`config.mk`:
```
export PLATFORM = sky130hd
export DESIGN_NAME = fetch_unit
export DESIGN_NICKNAME = d
export VERILOG_FILES = /design/src/rtl/fetch_unit.sv
export SDC_FILE = /design/constraint.sdc
export NUM_CORES = 1
export LEC_CHECK = 0
export ABC_AREA = 1
export BUFFER_PORTS_ARGS = -buffer_cell sky130_fd_sc_hd__clkbuf_2
export CAP_MARGIN = 30
export CORE_MARGIN = 2
export CORE_UTILIZATION = 39
export CTS_CLUSTER_SIZE = 24
export DETAILED_ROUTE_END_ITERATION = 7
export GPL_TIMING_DRIVEN = 1
export PLACE_DENSITY = 0.57
export SLEW_MARGIN = 20
export SYNTH_ARGS = -nofsm -noshare
export SYNTH_HDL_FRONTEND = slang
export SYNTH_SLANG_ARGS = --single-unit
```
`constraint.sdc`:
```
create_clock -name clk_in -period 27.1 [get_ports clk_in]
set_input_delay 8.13 -clock clk_in [delete_from_list [all_inputs] [get_ports clk_in]]
set_output_delay 8.13 -clock clk_in [all_outputs]
set_load 0.02 [all_outputs]
```
`src/rtl/fetch_unit.sv`:
```
// fetch_unit -- single-outstanding instruction fetch with an instruction queue.
//
// Fetches one 32-bit instruction at a time from the icache. Each response is
// pushed into a small circular queue that feeds the decoder. The next PC is
// picked from a light predecode of the fetched word. A misprediction redirect
// (predict_fail) flushes the queue and reloads the PC. If a request is still
// in flight at that moment, its late response is discarded.
//
// Optional feature macro: FETCH_PREDICT_EN
//   defined   : B-type instructions are reported on pd_* and follow the
//               predictor (bp_need_branch / bp_branch_addr).
//   undefined : pd_branch is tied low and B-type always falls through to
//               pc+4. JAL still redirects. All ports stay present.

module fetch_unit #(
   parameter int          IQ_SIZE  = 4,
   parameter logic [31:0] RESET_PC = 32'h0
) (
   input  logic        clk_in,
   input  logic        rst_in,
   input  logic        rdy_in,
   // icache request / response
   output logic        icache_req_valid,
   output logic [31:0] icache_req_addr,
   input  logic        icache_resp_valid,
   input  logic [31:0] icache_resp_inst,
   // predecode to / prediction from the branch predictor
   output logic        pd_branch,
   output logic [31:0] pd_imm,
   output logic [31:0] pd_pc,
   input  logic        bp_need_branch,
   input  logic [31:0] bp_branch_addr,
   // misprediction redirect
   input  logic        predict_fail,
   input  logic [31:0] fail_addr,
   // queue head to the decoder
   output logic        inst_valid,
   output logic [31:0] inst_out,
   output logic [31:0] inst_pc,
   output logic        inst_pred,
   input  logic        dec_ready
);

   localparam int PTR_W = (IQ_SIZE > 1) ? $clog2(IQ_SIZE) : 1;
   localparam int CNT_W = $clog2(IQ_SIZE + 1);

   localparam logic [CNT_W-1:0] FULL_CNT  = CNT_W'(IQ_SIZE);
   localparam logic [6:0]       OP_BRANCH = 7'b1100011;
   localparam logic [6:0]       OP_JAL    = 7'b1101111;

   typedef enum logic [1:0] {
      ST_IDLE,     // free to issue a request
      ST_WAIT,     // one request in flight, its response will be used
      ST_DISCARD   // one request in flight, its response will be dropped
   } state_t;

   state_t            r_state;
   state_t            w_state_nxt;
   logic [31:0]       r_pc;
   logic [31:0]       w_pc_nxt;

   // Instruction queue storage and pointers
   logic [31:0]       r_q_inst [IQ_SIZE];
   logic [31:0]       r_q_pc   [IQ_SIZE];
   logic [IQ_SIZE-1:0] r_q_pred;
   logic [PTR_W-1:0]  r_head;
   logic [PTR_W-1:0]  r_tail;
   logic [CNT_W-1:0]  r_count;

   // Qualifiers for this cycle
   logic              w_active;
   logic              w_queue_full;
   logic              w_req;
   logic              w_take_resp;
   logic              w_push;
   logic              w_pop;
   logic              w_flush;

   // Predecode of the incoming response word
   logic              w_is_jal;
   logic [31:0]       w_j_imm;
   logic [31:0]       w_seq_pc;
   logic [31:0]       w_resp_pc;
   logic              w_resp_pred;
   logic              w_pd_fire;

   // ---------------------------------------------------------------------
   // Cycle qualifiers
   // ---------------------------------------------------------------------
   // Nothing moves while the global ready is low or reset is held.
   assign w_active     = rdy_in & ~rst_in;
   assign w_queue_full = (r_count == FULL_CNT);

   // A request is issued only from IDLE with room left in the queue. The
   // queue cannot overflow because at most one response can be in flight.
   assign w_req        = w_active & (r_state == ST_IDLE) & ~w_queue_full & ~predict_fail;

   // A response is used only in WAIT. A same-cycle redirect voids it.
   assign w_take_resp  = w_active & (r_state == ST_WAIT) & icache_resp_valid & ~predict_fail;
   assign w_push       = w_take_resp;

   // A redirect voids any same-cycle pop as well.
   assign w_pop        = w_active & (r_count != '0) & dec_ready & ~predict_fail;
   assign w_flush      = w_active & predict_fail;

   // ---------------------------------------------------------------------
   // Predecode
   // ---------------------------------------------------------------------
   assign w_is_jal = (icache_resp_inst[6:0] == OP_JAL);
   assign w_j_imm  = {{12{icache_resp_inst[31]}}, icache_resp_inst[19:12],
                      icache_resp_inst[20], icache_resp_inst[30:21], 1'b0};
   assign w_seq_pc = r_pc + 32'd4;

`ifdef FETCH_PREDICT_EN
   logic              w_is_branch;
   logic [31:0]       w_b_imm;

   assign w_is_branch = (icache_resp_inst[6:0] == OP_BRANCH);
   assign w_b_imm     = {{20{icache_resp_inst[31]}}, icache_resp_inst[7],
                         icache_resp_inst[30:25], icache_resp_inst[11:8], 1'b0};
   assign w_pd_fire   = w_take_resp & w_is_branch;

   assign pd_branch   = w_pd_fire;
   assign pd_pc       = w_pd_fire ? r_pc    : '0;
   assign pd_imm      = w_pd_fire ? w_b_imm : '0;

   // Next-PC and taken flag for the fetched word, with branch prediction
   always_comb begin
      // NOTE: every signal gets a default before any branch, so no path can
      // leave it unassigned and infer a latch.
      w_resp_pc   = w_seq_pc;
      w_resp_pred = 1'b0;
      if (w_is_jal) begin
         w_resp_pc   = r_pc + w_j_imm;
         w_resp_pred = 1'b1;
      end else if (w_is_branch && bp_need_branch) begin
         w_resp_pc   = bp_branch_addr;
         w_resp_pred = 1'b1;
      end
   end
`else
   // The predictor inputs are not used in this build.
   logic w_unused_bp;
   assign w_unused_bp = ^{bp_need_branch, bp_branch_addr, OP_BRANCH};

   assign w_pd_fire   = 1'b0;
   assign pd_branch   = 1'b0;
   assign pd_pc       = '0;
   assign pd_imm      = '0;

   // Next-PC and taken flag for the fetched word; only JAL redirects
   always_comb begin
      // NOTE: every signal gets a default before any branch, so no path can
      // leave it unassigned and infer a latch.
      w_resp_pc   = w_seq_pc;
      w_resp_pred = 1'b0;
      if (w_is_jal) begin
         w_resp_pc   = r_pc + w_j_imm;
         w_resp_pred = 1'b1;
      end
   end
`endif

   // ---------------------------------------------------------------------
   // FSM and PC
   // ---------------------------------------------------------------------
   // Next-state and next-PC selection
   always_comb begin
      w_state_nxt = r_state;
      w_pc_nxt    = r_pc;
      if (w_active) begin
         case (r_state)
            ST_IDLE: begin
               if (w_req) begin
                  w_state_nxt = ST_WAIT;
               end
            end
            ST_WAIT: begin
               if (icache_resp_valid) begin
                  w_state_nxt = ST_IDLE;
               end else if (predict_fail) begin
                  w_state_nxt = ST_DISCARD;
               end
            end
            ST_DISCARD: begin
               if (icache_resp_valid) begin
                  w_state_nxt = ST_IDLE;
               end
            end
            default: w_state_nxt = ST_IDLE;
         endcase

         if (predict_fail) begin
            w_pc_nxt = fail_addr;
         end else if (w_take_resp) begin
            w_pc_nxt = w_resp_pc;
         end
      end
   end

   // State and PC registers
   always_ff @(posedge clk_in or posedge rst_in) begin
      // NOTE: registers are updated with non-blocking assignments so every
      // flop samples pre-edge values regardless of statement order.
      if (rst_in) begin
         r_state <= ST_IDLE;
         r_pc    <= RESET_PC;
      end else begin
         r_state <= w_state_nxt;
         r_pc    <= w_pc_nxt;
      end
   end

   // ---------------------------------------------------------------------
   // Instruction queue
   // ---------------------------------------------------------------------
   // Queue storage: write at the tail on push
   always_ff @(posedge clk_in or posedge rst_in) begin
      if (rst_in) begin
         // NOTE: the storage is cleared by reset so the head outputs are
         // defined from the first cycle, at the cost of resettable flops.
         for (int i = 0; i < IQ_SIZE; i++) begin
            r_q_inst[i] <= '0;
            r_q_pc[i]   <= '0;
         end
         r_q_pred <= '0;
      end else if (w_push) begin
         r_q_inst[r_tail] <= icache_resp_inst;
         r_q_pc[r_tail]   <= r_pc;
         r_q_pred[r_tail] <= w_resp_pred;
      end
   end

   // Queue pointers and occupancy; a redirect empties the queue
   always_ff @(posedge clk_in or posedge rst_in) begin
      if (rst_in) begin
         r_head  <= '0;
         r_tail  <= '0;
         r_count <= '0;
      end else if (w_flush) begin
         r_head  <= '0;
         r_tail  <= '0;
         r_count <= '0;
      end else begin
         if (w_push) begin
            r_tail <= r_tail + PTR_W'(1);
         end
         if (w_pop) begin
            r_head <= r_head + PTR_W'(1);
         end
         case ({w_push, w_pop})
            2'b10:   r_count <= r_count + CNT_W'(1);
            2'b01:   r_count <= r_count - CNT_W'(1);
            default: r_count <= r_count;
         endcase
      end
   end

   // ---------------------------------------------------------------------
   // Outputs
   // ---------------------------------------------------------------------
   assign icache_req_valid = w_req;
   assign icache_req_addr  = w_req ? r_pc : '0;

   assign inst_valid = ~rst_in & (r_count != '0);
   assign inst_out   = inst_valid ? r_q_inst[r_head] : '0;
   assign inst_pc    = inst_valid ? r_q_pc[r_head]   : '0;
   assign inst_pred  = inst_valid & r_q_pred[r_head];

endmodule

```
After elaboration in Yosys (flattened, before gate mapping)

Cells that the tools add are included.

Memories: 0
RAM bits: 0
Latch bits: 0
Word-level logic and storage cells: 96
Bits in registers: 301
ROM bits: 0
Output and inout port bits: 164

Magnitude comparators: 6
Bitwise gates (word level): 18
Add/sub/neg operators: 6
$mul: 0
Shifts and indexed selects: 0
Eq/ne operators: 9
Divide/modulo/power cells: 0
Reductions and logical operators: 10
Muxes and demuxes: 33

Operator list:

| cell                                                                 | number |
|---|---|
| 32-bit 2-to-1 mux                                                    | 11 |
| 128-bit bitwise mux                                                  | 2 |
| 32-bit binary-select mux with 2-bit select                           | 2 |
| 32-bit demux with 2-bit select                                       | 1 |
| 32-bit by 3-bit adder with 32-bit output, second input constant      | 1 |
| 32-bit adder                                                         | 1 |
| 2-bit 2-to-1 mux                                                     | 8 |
| 1-bit bitwise AND                                                    | 13 |
| 7-bit == test, second input constant                                 | 1 |
| 3-bit >= comparator, second input constant                           | 2 |
| 2-bit by 3-bit < comparator with 1-bit output, second input constant | 2 |
| 2-bit inverter with 3-bit output                                     | 2 |
| 2-bit case mux with 3 select lines                                   | 1 |
| 3-bit case mux with 2 select lines                                   | 1 |
| 2-bit nonzero test                                                   | 3 |
| 3-bit nonzero test                                                   | 2 |
| 2-bit by 1-bit adder with 2-bit output, second input constant        | 2 |
| 4-bit bitwise mux                                                    | 1 |
| 2-bit by 1-bit == test with 1-bit output, second input constant      | 2 |
| 2-bit == test, second input constant                                 | 2 |
| 2-bit inequality test, second input constant                         | 2 |
| 4-bit AND reduction                                                  | 1 |
| 3-bit by 1-bit adder with 3-bit output, second input constant        | 1 |
| 3-bit == test, second input constant                                 | 1 |
| 12 further kinds                                                     | 17 |

Depth between registers and ports, before layout

Depth in word-level cells: 8
Depth in mapped cells: 17
Mapped depth without buffers: 17

Worst setup path after synthesis

OpenSTA, ideal clock, no wires.

Kind: in2out
Start point: in rst_in
End point: out icache_req_addr[22]
Cell stages on the path: 6
Required time: 18.970 ns
Setup slack: 2.465 ns
Path buffers: 1
Data arrival time: 16.505 ns
Path through: inv_1 -> nand2_1 -> nor2_1 -> nand3_1 -> clkbuf_1 -> nor2_1

Longest elaborated chain between the ends: 6

Ends and longest elaborated chain:

| item                            | line | RTL |
|---|---|---|
| start, declared                 | 20   | `input logic rst_in,` |
| 1-bit inverter                  | 91   | `assign w_active = rdy_in & ~rst_in;` |
| 1-bit bitwise AND               | 91   |  |
| 1-bit bitwise AND (3 in series) | 96   | `assign w_req = w_active & (r_state == ST_IDLE) & ~w_queue_full & ~predict_fail;` |
| 32-bit 2-to-1 mux               | 263  | `assign icache_req_addr = w_req ? r_pc : '0;` |
| end, declared                   | 24   | `output logic [31:0] icache_req_addr,` |

Every way passes these cells.

Worst setup path in the final report

Start point: in rst_in
End point: out icache_req_addr[7]

Same word-level chain as after synthesis.

==> results.md <==
* Status: completed
* Drt wl/cell at 18.7 um
* Post-Route WL at 58,700 um
* Psw at 650 uW
* Switch share at 40.0%
* Number of synthesized register bits at 301
* Period utilization at 69.1%
* Filler cells at 4,637
* Fin nets at 2,658
* TritonCTS Buffers at 37
* EDFF count, synth at 0
* Fmax at 53.4 MHz
* Post-synth cell types at 43
* Ys Warns at 0
* CP max FO at 77
* Final clock skew at 0.00890 ns
* Main synth FF type: dfrtp_1
* TritonCTS clock tree: yes
* Crit path cell chain: clkbuf_2, inv_8, nand2_1, nor2_1, nand3_1, buf_4, nor2_1, clkbuf_2
* Area of the multi-input gates at 0.00833 mm2
* Hold Buf Count CTS at 0
* P&R area growth vs syn at 11.9%
* Cell Area, Synth at 0.0175 mm2
* RSZ-0062 raised after global routing: false
* Critical Path RT at 18.97 ns
* Sequential power share at 35.1%
* Top cell type's share of synthesized area at 42.9%
* Die Ht at 216 um
* Routability Congestion at 0.976
* R2r startpoint: r_state[1]
* Clk_lat worst skew at 0.55 ns
* CP max stage cell: nand3_1
* Worst Setup End Kind: primary output
* Area taken by flip-flops and latches at 0.00754 mm2
* Top-Level Pins at 267
* Critical Path End: icache_req_addr[7]
* Hold Crit Class: flop to flop
* Final setup fails at 0
* Pre-Repair DR Iteration Count at 5
* Tightest Pin Transition at 0.992 ns
* Final min period at 18.74 ns
* Rows at 77
* Via density at 5.18
* # diodes at 0
* Post-CTS Resized at 0
* R2R setup slack at 24.00 ns
* Core area at 0.0443 mm2
* Combinational share of power at 33.6%
* Setup Crit Path Kind: input pin to primary output
* Mean Syn Cell Area at 7.25 um2
* First-pass GRT wire length at 90,700 um
* Area leader, netlist: dfrtp_1
* Pint at 977 uW
* Slew Limit Fails at 0
* Layout cell share with drive strength beyond 1 at 11.2%
* Sequential fraction of the synthesis area at 42.9%
* Clock tree sinks at 301
* Clock network power share at 31.3%
* Syn Inst Count at 2,419
* Starting density of the core at 39.6%
* Remaining DRCs at 0
* Final Hold Vio Count at 0
* Gr usage total at 25.0%
* Initial antenna violation count at 0
* Die area at 0.0467 mm2
* H-Tree Depth at 2
* TNS Setup at 0 ns
* Arrival time at the worst endpoint at 10.61 ns
* Maximum VDD drop at 50.8 uV
* Initial DRC Count at 1,645
* Slew HR at 33.7%
* DP Wirelength at 40,400 um
* Ranking of synthesized cells by area: dfrtp_1 43%, nand2_1 13%, o21ai_0 8.0%
* Post-CTS setup buffer count at 0
* Vias in the first global route at 15,200
* Pleak at 0.00971 uW
* CTS Buffer Depth at 3
* Largest net degree at the start of global routing at 80
* Vias at 16,200
* Grt total ovfl at 0
* Fin cells at 3,137
* Synth cell count leaders: 617 x nand2_1, 362 x nor2_1, 301 x dfrtp_1
* Max stage delay on crit path at 0.45 ns
* Worst setup path startpoint: rst_in
* Clock slew at reported path FFs at 0.06 ns
* Power Density at 82.9 mW/mm2
* Dpl cells at 3,071
* Number of routed nets with antenna violations at 0
* Width of the chip at 216 um
* Count leader, synth: nand2_1
* Worst flop-to-flop path endpoint: r_q_inst[53]
* R2r worst-path depth at 7
* PortBufs at 168
* Fraction of registers with async set/reset at 100%
* Maxcap violations at 0
* Startpoint Class: input pin
* Root buf cell: clkbuf_16
-- through the flow --
step | util, % | worst slack (ns) | hold slack (ns) | power (uW) | cell area [um2]
floorplan | - | 2.47 | 0.448 | 950 | 17800
global placement | 41.2 | 8.48 | 0.460 | 1120 | 18300
detailed placement | 41.5 | 8.38 | 0.468 | 1120 | 18400
CTS | 44.3 | 8.38 | 0.481 | 1640 | 19600
global route | 44.3 | 8.20 | 0.500 | 1730 | 19600
finish | 44.3 | 8.36 | 0.478 | 1630 | 19600
-- power groups by stage --
stage,logic [uW],clock network (uW),registers (uW)
after global routing,618,537,579
final,547,509,571
after CTS,549,521,569
after detailed placement,546,0,576
after floorplan,398,0,552
after global placement,542,0,574
-- layout by cell type (no fill, tap or decap), types with 3 or more instances in the layout --
cell and instances:
clkbuf_1 9, o21bai_1 4, nor3_2 6, nand3b_1 3, o21ai_0 279, clkinv_2 4
nand4_1 12, nor2_2 3, ha_1 35, nand2_1 617, bufinv_16 3, conb_1 65
nand2_2 4, nor3_1 15, clkbuf_8 6, nand3_1 73, a21oi_1 122, o21ai_1 153
nor2_4 3, buf_4 17, clkinvlp_4 4, clkbuf_16 38, buf_16 4, o211ai_1 8
a21o_1 3, inv_1 165, nor2_1 361, xnor2_1 3, xor2_1 18, clkbuf_2 168
inv_2 9, nand2_4 4, dfrtp_1 299
-- layout make-up --
type,instances,share of cell area [%]
clock inverter,13,0.918
sequential,301,38.4
clock buffer,53,5.44
multi-input combinational,1810,42.4
inverter,178,3.45
timing repair buffer,190,5.60
tap,592,3.77
-- critical path, delay by kind of cell --
kind	cells	cell delay [ns]
simple gates	4	1.24
buf+inv	4	1.17
-- cells by family (layout without fill, tap and decap cells) --
group / Yosys count / after routing / share of synthesized area (%)
XOR/XNOR: 21 / 21 / 1.05
other: 1 / 65 / 0.0214
buffers and inverters: 372 / 434 / 11.0
AO/OA/AOI/OAI: 576 / 576 / 16.7
adder cells (fa/ha/maj): 37 / 37 / 2.72
AND/OR/NAND/NOR: 1111 / 1111 / 25.5
flip-flops: 301 / 301 / 42.9
-- per-layer routing --
| metal | vias to the layer above | wire length [um] | global-route usage (%) |
|---|---|---|---|
| met4 | 0 | 1760 | 8.31 |
| met2 | 513 | 27000 | 39.6 |
| met3 | 86 | 3180 | 2.44 |
| met5 | - | 0 | 0 |
| met1 | 7777 | 26800 | 35.9 |
| li1 | 7865 | - | - |
-- registers in the layout, summed over array words and instances, names as in the netlist --
register	cells
r_pc	32
r_tail	2
r_state	2
r_count	3
r_q_pred	4
r_q_pc	128
r_q_inst	128
r_head	2
-- how the worst min path moves through the flow --
stage | start | to | slack (ns) | cells past startpoint
detailed placement | r_q_inst[88] | r_q_inst[88] | 0.47 | 2
finish | r_q_inst[16] | r_q_inst[16] | 0.48 | 2
CTS | r_q_inst[88] | r_q_inst[88] | 0.48 | 2
global route | r_q_inst[12] | r_q_inst[12] | 0.50 | 2
floorplan | r_q_inst[0] | r_q_inst[0] | 0.45 | 2
global placement | r_q_inst[20] | r_q_inst[20] | 0.46 | 2
Power figures use the tool's default switching activity.
